--- config.mk ---
export PLATFORM = sky130hd
export DESIGN_NAME = mem_access_unit
export DESIGN_NICKNAME = d
export VERILOG_FILES = /design/src/rtl/mem_pkg.sv /design/src/rtl/mem_lane_fmt.sv /design/src/rtl/mem_access_unit.sv
export SDC_FILE = /design/constraint.sdc
export NUM_CORES = 1
export LEC_CHECK = 0
export ABC_AREA = 1
export BUFFER_PORTS_ARGS = -buffer_cell sky130_fd_sc_hd__buf_4
export CAP_MARGIN = 20
export CORE_ASPECT_RATIO = 0.8
export CORE_MARGIN = 1.5
export CORE_UTILIZATION = 40
export CTS_CLUSTER_DIAMETER = 80
export DETAILED_ROUTE_END_ITERATION = 10
export PLACE_DENSITY = 0.71
export SETUP_SLACK_MARGIN = 0.5
export SLEW_MARGIN = 25
export SYNTH_ARGS = -nofsm -noshare
export SYNTH_HDL_FRONTEND = slang
export SYNTH_SLANG_ARGS = --single-unit
--- constraint.sdc ---
create_clock -name clk -period 1.55 [get_ports clk]
set_input_delay 0.2325 -clock clk [delete_from_list [all_inputs] [get_ports clk]]
set_output_delay 0.2325 -clock clk [all_outputs]
set_load 0.02 [all_outputs]
--- src/rtl/mem_pkg.sv ---
// Shared encodings and defaults for the data-memory access unit.
package mem_pkg;

  localparam int unsigned TIMEOUT_DEFAULT = 255;
  localparam int unsigned CNT_W_DEFAULT   = 8;

  localparam logic [1:0] SZ_BYTE = 2'b00;
  localparam logic [1:0] SZ_HALF = 2'b01;
  localparam logic [1:0] SZ_WORD = 2'b10;

  typedef enum logic [1:0] {
    ST_IDLE = 2'd0,
    ST_WAIT = 2'd1,
    ST_DONE = 2'd2
  } mem_state_e;

  // Halfwords need an even address; words (and size 11) need a 4-byte boundary.
  function automatic logic misaligned(input logic [1:0] size, input logic [1:0] lo);
    return ((size == SZ_HALF) && lo[0]) || (size[1] && (lo != 2'b00));
  endfunction

endpackage

--- src/rtl/mem_lane_fmt.sv ---
// Little-endian lane steering: byte enables and replicated store data out,
// lane-selected and extended load data back.
module mem_lane_fmt
  import mem_pkg::*;
(
  input  logic [1:0]  size,
  input  logic        sign_ext,
  input  logic [1:0]  addr_lo,
  input  logic [31:0] wdata,
  input  logic [31:0] bus_rdata,
  output logic [3:0]  be_c,
  output logic [31:0] wdata_rep_c,
  output logic [31:0] rdata_fmt_c
);

  logic [7:0]  rbyte;
  logic [15:0] rhalf;

  always_comb begin
    be_c        = 4'b1111;
    wdata_rep_c = wdata;
    rdata_fmt_c = bus_rdata;
    rbyte       = bus_rdata[{addr_lo, 3'b000} +: 8];
    rhalf       = addr_lo[1] ? bus_rdata[31:16] : bus_rdata[15:0];
    case (size)
      SZ_BYTE: begin
        be_c        = 4'b0001 << addr_lo;
        wdata_rep_c = {4{wdata[7:0]}};
        rdata_fmt_c = {{24{sign_ext & rbyte[7]}}, rbyte};
      end
      SZ_HALF: begin
        be_c        = addr_lo[1] ? 4'b1100 : 4'b0011;
        wdata_rep_c = {2{wdata[15:0]}};
        rdata_fmt_c = {{16{sign_ext & rhalf[15]}}, rhalf};
      end
      default: ;
    endcase
  end

endmodule

--- src/rtl/mem_access_unit.sv ---
// Turns single-cycle datapath loads/stores into req/ack bus transactions,
// stalling the datapath until the access completes or times out.
module mem_access_unit
  import mem_pkg::*;
#(
  parameter int unsigned TIMEOUT = TIMEOUT_DEFAULT,
  parameter int unsigned CNT_W   = CNT_W_DEFAULT
) (
  input  logic        clk,
  input  logic        rst,
  input  logic        memen,
  input  logic        memwrite,
  input  logic [1:0]  size,
  input  logic        sign_ext,
  input  logic [31:0] addr,
  input  logic [31:0] wdata,
  output logic [31:0] rdata,
  output logic        stall,
  output logic        adel,
  output logic        ades,
  output logic        buserr,
  output logic        bus_req,
  output logic        bus_we,
  output logic [31:0] bus_addr,
  output logic [3:0]  bus_be,
  output logic [31:0] bus_wdata,
  input  logic        bus_ack,
  input  logic [31:0] bus_rdata
);

  mem_state_e       state_q, state_d;
  logic [CNT_W-1:0] cnt_q, cnt_d, cnt_inc;
  logic             req_d, we_d, buserr_d;
  logic [31:0]      addr_d, wd_d, rdata_d;
  logic [3:0]       be_d;
  logic             mis_c;
  logic [3:0]       be_c;
  logic [31:0]      wrep_c, rfmt_c;

  mem_lane_fmt u_lane_fmt (
    .size        (size),
    .sign_ext    (sign_ext),
    .addr_lo     (addr[1:0]),
    .wdata       (wdata),
    .bus_rdata   (bus_rdata),
    .be_c        (be_c),
    .wdata_rep_c (wrep_c),
    .rdata_fmt_c (rfmt_c)
  );

  // Exceptions and stall are gated by reset so the datapath sees all-zero while held.
  assign mis_c   = misaligned(size, addr[1:0]);
  assign adel    = rst & memen & mis_c & ~memwrite;
  assign ades    = rst & memen & mis_c & memwrite;
  assign stall   = rst & memen & ~mis_c & (state_q != ST_DONE);
  assign cnt_inc = cnt_q + CNT_W'(1);

  always_comb begin
    state_d  = state_q;
    cnt_d    = cnt_q;
    req_d    = bus_req;
    we_d     = bus_we;
    addr_d   = bus_addr;
    be_d     = bus_be;
    wd_d     = bus_wdata;
    rdata_d  = rdata;
    buserr_d = 1'b0;
    case (state_q)
      ST_IDLE: begin
        if (memen && !mis_c) begin
          state_d = ST_WAIT;
          cnt_d   = '0;
          req_d   = 1'b1;
          we_d    = memwrite;
          addr_d  = {addr[31:2], 2'b00};
          be_d    = be_c;
          wd_d    = wrep_c;
        end
      end
      ST_WAIT: begin
        cnt_d = cnt_inc;
        // Ack takes priority over a timeout landing in the same cycle.
        if (bus_ack) begin
          state_d = ST_DONE;
          req_d   = 1'b0;
          if (!bus_we) rdata_d = rfmt_c;
        end else if (cnt_inc == CNT_W'(TIMEOUT)) begin
          state_d  = ST_DONE;
          req_d    = 1'b0;
          rdata_d  = '0;
          buserr_d = 1'b1;
        end
      end
      ST_DONE: begin
        state_d = ST_IDLE;
        cnt_d   = '0;
      end
      default: state_d = ST_IDLE;
    endcase
  end

  always_ff @(posedge clk or negedge rst) begin
    if (!rst) begin
      state_q   <= ST_IDLE;
      cnt_q     <= '0;
      bus_req   <= 1'b0;
      bus_we    <= 1'b0;
      bus_addr  <= '0;
      bus_be    <= '0;
      bus_wdata <= '0;
      rdata     <= '0;
      buserr    <= 1'b0;
    end else begin
      state_q   <= state_d;
      cnt_q     <= cnt_d;
      bus_req   <= req_d;
      bus_we    <= we_d;
      bus_addr  <= addr_d;
      bus_be    <= be_d;
      bus_wdata <= wd_d;
      rdata     <= rdata_d;
      buserr    <= buserr_d;
    end
  end

endmodule

==> results_dict.tcl <==
set metrics [dict create \
    initial_core_util_pct 41.4 \
    report.final.slew_viol_count 0 \
    routed_via_density 5.56 \
    tritoncts "done" \
    ctsLongestPathBuffers 2 \
    timing_worst_setup_path_type "reg -> reg" \
    synth-seq-area-share_pct 48.9 \
    pwr_density_mw_per_mm2 1350 \
    grt_usage_pct 29.7 \
    antenna_found_initial 0 \
    gr_layer_usage_met2_pct 48.6 \
    hpwlAfterDp_um 12800 \
    synth.ff_latch_count 111 \
    cts-hold-fix-buffers 0 \
    number_of_sinks_driven_by_the_clock_tree 111 \
    peak_fanout_along_the_critical_path 16 \
    grt_pass1_wl_um 33900 \
    netSwitchingFraction_pct 39.4 \
    drt-wirelength-per-cell_um 21.4 \
    grt_pass1_vias 6294 \
    period_share_pct 123 \
    crit-reg2reg-capture "rdata[9]" \
    critPathRequiredTime_ns 1.80 \
    fin_cells 1315 \
    fillers 759 \
    final_period_minus_worst_setup_slack_ns 1.91 \
    rows 38 \
    worst_setup_path_start_kind "flip-flop" \
    failed_checks "negative hold slack, negative setup slack" \
    drt-pass1-iter-count 5 \
    timing_hold_violations_final 21 \
    reg2reg_setup_slack_ns -0.36 \
    min_path_type "in -> async" \
    nets 1236 \
    remaining_drc_errors 0 \
    share_seq_of_total_power_pct 30.5 \
    drt.antenna.violating_nets 0 \
    clkSlewWorstSetupHoldPaths_ns 0.08 \
    p_clk_share_pct 16.5 \
    boundaryPins 210 \
    netlist_instances 770 \
    critPathArrivalTime_ns 2.16 \
    drt_first_iter_violations 767 \
    fp.dieW_um 136 \
    port_buffers 207 \
    timing.clock.skew_ns 0.0126 \
    syn_area_per_cell_um2 7.38 \
    layout-drive-gt1-share_pct 54.8 \
    finalSetupViolations 103 \
    ys_warn_count 0 \
    dp_slack_ns -0.240 \
    antenna-diode-count 0 \
    grt_most_used_layer "met2" \
    cts_made_buffers 9 \
    clk-insertion-delay-late_ns 0.36 \
    outcome "complete, but fails checks" \
    cell_internal_pwr_uw 9130 \
    ir_worst_vdd_mv 0.864 \
    globalRouteOverflowTotal 0 \
    power_frac_comb_pct 53.0 \
    unrepaired_setup_endpoints_after_global_routing "true" \
    dieHeight_um 110 \
    vias 7306 \
    max_cap_violations 0 \
    yosys.cell_types.count 29 \
    syn_to_final_growth_pct 95.6 \
    place.gp.congestion 0.899 \
    placed_cells_incl_taps 1163 \
    grt_start_max_net_pins 112 \
    finalWorstSetupSlack_ns -0.364 \
    coreArea_mm2 0.0137 \
    syn-cell-area_mm2 0.00569 \
    power_leakage_uw 0.00579 \
    timing.reg2reg.worst_path_depth 13 \
    measured_slew_at_the_worst_slew_check_pin_ns 0.660 \
    gr_util_met1_pct 39.8 \
    timing.fmax_mhz 523 \
    p_sw_uw 5940 \
    htree_levels 3 \
    drt-total-wl_um 28100 \
    ctsRootBufferMaster "sky130_fd_sc_hd__clkbuf_16" \
    slew-limit-headroom_pct 56.0 \
    globalRouteMet3Util_pct 5.72 \
    critical_path.reg2reg.startpoint "cnt_q[0]" \
    die_area_mm2 0.0149 \
    worst_setup_path_end_kind "flip-flop" \
    hold-worst-slack_ns -0.0337 \
]
[critical path, stage by stage, from the launching register on]
cell and delay, ns:
sky130_fd_sc_hd__dfrtp_1 0.43, sky130_fd_sc_hd__ha_4 0.20, sky130_fd_sc_hd__inv_2 0.05, sky130_fd_sc_hd__nand2_2 0.07, sky130_fd_sc_hd__nand2_2 0.08, sky130_fd_sc_hd__nor2_4 0.09, sky130_fd_sc_hd__nand3_2 0.10, sky130_fd_sc_hd__nor2_2 0.11
sky130_fd_sc_hd__nand2_2 0.08, sky130_fd_sc_hd__nand2_4 0.11, sky130_fd_sc_hd__nand3_4 0.13, sky130_fd_sc_hd__clkbuf_16 0.21, sky130_fd_sc_hd__nand2_1 0.08, sky130_fd_sc_hd__nand2_1 0.07
[area by class of cell]
| class | instances | area (µm²) | area share [%] |
|---|---|---|---|
| well taps | 180 | 225 | 2.03 |
| clock buffers | 10 | 229 | 2.06 |
| clock inverters | 6 | 75.1 | 0.675 |
| repair buffers | 389 | 4130 | 37.1 |
| multi-input cells | 555 | 3390 | 30.5 |
| inverters | 64 | 280 | 2.52 |
| flip-flops and latches | 111 | 2790 | 25.1 |
[timing repair]
item	in CTS	in global routing
pin swaps	53	57
endpoints found under the setup margin	215	215
cloned	19	2
resized for setup	239	193
buffers inserted	64	51
[layer usage]
layer	wire (µm)	share of wire, %
met2	13500	48
met5	0	0
met4	1690	6.0
met1	10300	37
met3	2640	9.4
[synth_stat cells]
cell type                  number  share of area, %
sky130_fd_sc_hd__a21oi_1       20               1.8
sky130_fd_sc_hd__buf_1          3              0.20
sky130_fd_sc_hd__buf_2          9              0.79
sky130_fd_sc_hd__buf_4          7              0.92
sky130_fd_sc_hd__buf_6         10               2.0
sky130_fd_sc_hd__clkbuf_1      12              0.79
sky130_fd_sc_hd__clkinv_1       8              0.53
sky130_fd_sc_hd__conb_1         1             0.066
sky130_fd_sc_hd__dfrtp_1      111                49
sky130_fd_sc_hd__ha_1           2              0.44
sky130_fd_sc_hd__inv_1         50               3.3
sky130_fd_sc_hd__inv_2          6              0.40
sky130_fd_sc_hd__nand2_1      356                24
sky130_fd_sc_hd__nand2_2        3              0.33
sky130_fd_sc_hd__nand2_4        1              0.20
sky130_fd_sc_hd__nand3_1       27               2.4
sky130_fd_sc_hd__nand3_2        3              0.53
sky130_fd_sc_hd__nand3_4        1              0.31
sky130_fd_sc_hd__nand4_1       32               3.5
sky130_fd_sc_hd__nor2_1        37               2.4
sky130_fd_sc_hd__nor2_2         6              0.66
sky130_fd_sc_hd__nor2_4         1              0.20
sky130_fd_sc_hd__nor3_1         5              0.44
sky130_fd_sc_hd__o21a_1         1              0.13
sky130_fd_sc_hd__o21ai_0       30               2.6
sky130_fd_sc_hd__o21ai_1       22               1.9
sky130_fd_sc_hd__o21ai_2        1              0.15
sky130_fd_sc_hd__o22ai_1        4              0.44
sky130_fd_sc_hd__xor2_1         1              0.15
[flip-flops by register name, indices dropped and copies added (netlist names)]
signal	count
buserr	1
bus_wdata	32
bus_req	1
state_q	2
rdata	32
bus_we	1
bus_addr	30
bus_be	4
cnt_q	8
[placed cells by master, fill, tap and decap left out, types with 11 or more instances in the layout]
| master | instances |
|---|---|
| sky130_fd_sc_hd__nor2_1 | 32 |
| sky130_fd_sc_hd__a21oi_1 | 18 |
| sky130_fd_sc_hd__nand4_1 | 32 |
| sky130_fd_sc_hd__buf_12 | 23 |
| sky130_fd_sc_hd__o21ai_2 | 24 |
| sky130_fd_sc_hd__nand3_1 | 22 |
| sky130_fd_sc_hd__o21ai_0 | 19 |
| sky130_fd_sc_hd__buf_6 | 123 |
| sky130_fd_sc_hd__nand2_2 | 78 |
| sky130_fd_sc_hd__clkbuf_16 | 11 |
| sky130_fd_sc_hd__buf_4 | 216 |
| sky130_fd_sc_hd__buf_16 | 19 |
| sky130_fd_sc_hd__dfrtp_1 | 104 |
| sky130_fd_sc_hd__nand2_4 | 57 |
| sky130_fd_sc_hd__nand2_1 | 223 |
| sky130_fd_sc_hd__inv_1 | 47 |
[power groups by stage]
stage | Combinational, µW | Sequential, µW | Clock (µW)
after floorplan | 1300 | 5240 | 0
after global routing | 8380 | 4640 | 2600
after CTS | 6200 | 4370 | 2460
after global placement | 4380 | 4260 | 0
after detailed placement | 4440 | 4270 | 0
final | 7990 | 4590 | 2490
[cell families (layout without fill, tap and decap cells)]
group,count (synthesis),after routing,share of synthesized area (%)
AND/OR/NAND/NOR,472,472,34.5
flip-flops,111,111,48.9
buffers and inverters,105,469,8.91
AO/OA/AOI/OAI,78,78,7.06
adder cells (fa/ha/maj),2,2,0.440
other,1,2,0.0660
XOR/XNOR,1,1,0.154
[per-stage QoR]
step	hold WS [ns]	total power, µW	TNS [ns]	cell area, µm²	utilization (%)
3_5_place_dp	0.426	8710	-9.70	7760	56.5
4_1_cts	0.0422	13000	-7.16	9940	72.3
2_1_floorplan	-0.0631	6540	-1.93	5810	-
6_report	-0.0337	15100	-18.55	11100	80.9
5_1_grt	0.0619	15600	-23.01	11100	80.9
3_3_place_gp	0.429	8640	-5.68	7760	56.5
[how the worst max path moves through the flow]
| stage | startpoint | end | slack, ns | cells after the start |
|---|---|---|---|---|
| 6_report | cnt_q[0] | rdata[9] | -0.36 | 13 |
| 5_1_grt | cnt_q[0] | rdata[5] | -0.44 | 13 |
| 4_1_cts | cnt_q[0] | rdata[29] | -0.23 | 13 |
| 3_5_place_dp | cnt_q[1] | rdata[0] | -0.24 | 13 |
| 3_3_place_gp | cnt_q[1] | rdata[3] | -0.14 | 13 |
| 2_1_floorplan | cnt_q[0] | rdata[0] | -0.06 | 13 |
Note: power is estimated with default switching activity, not from simulation.
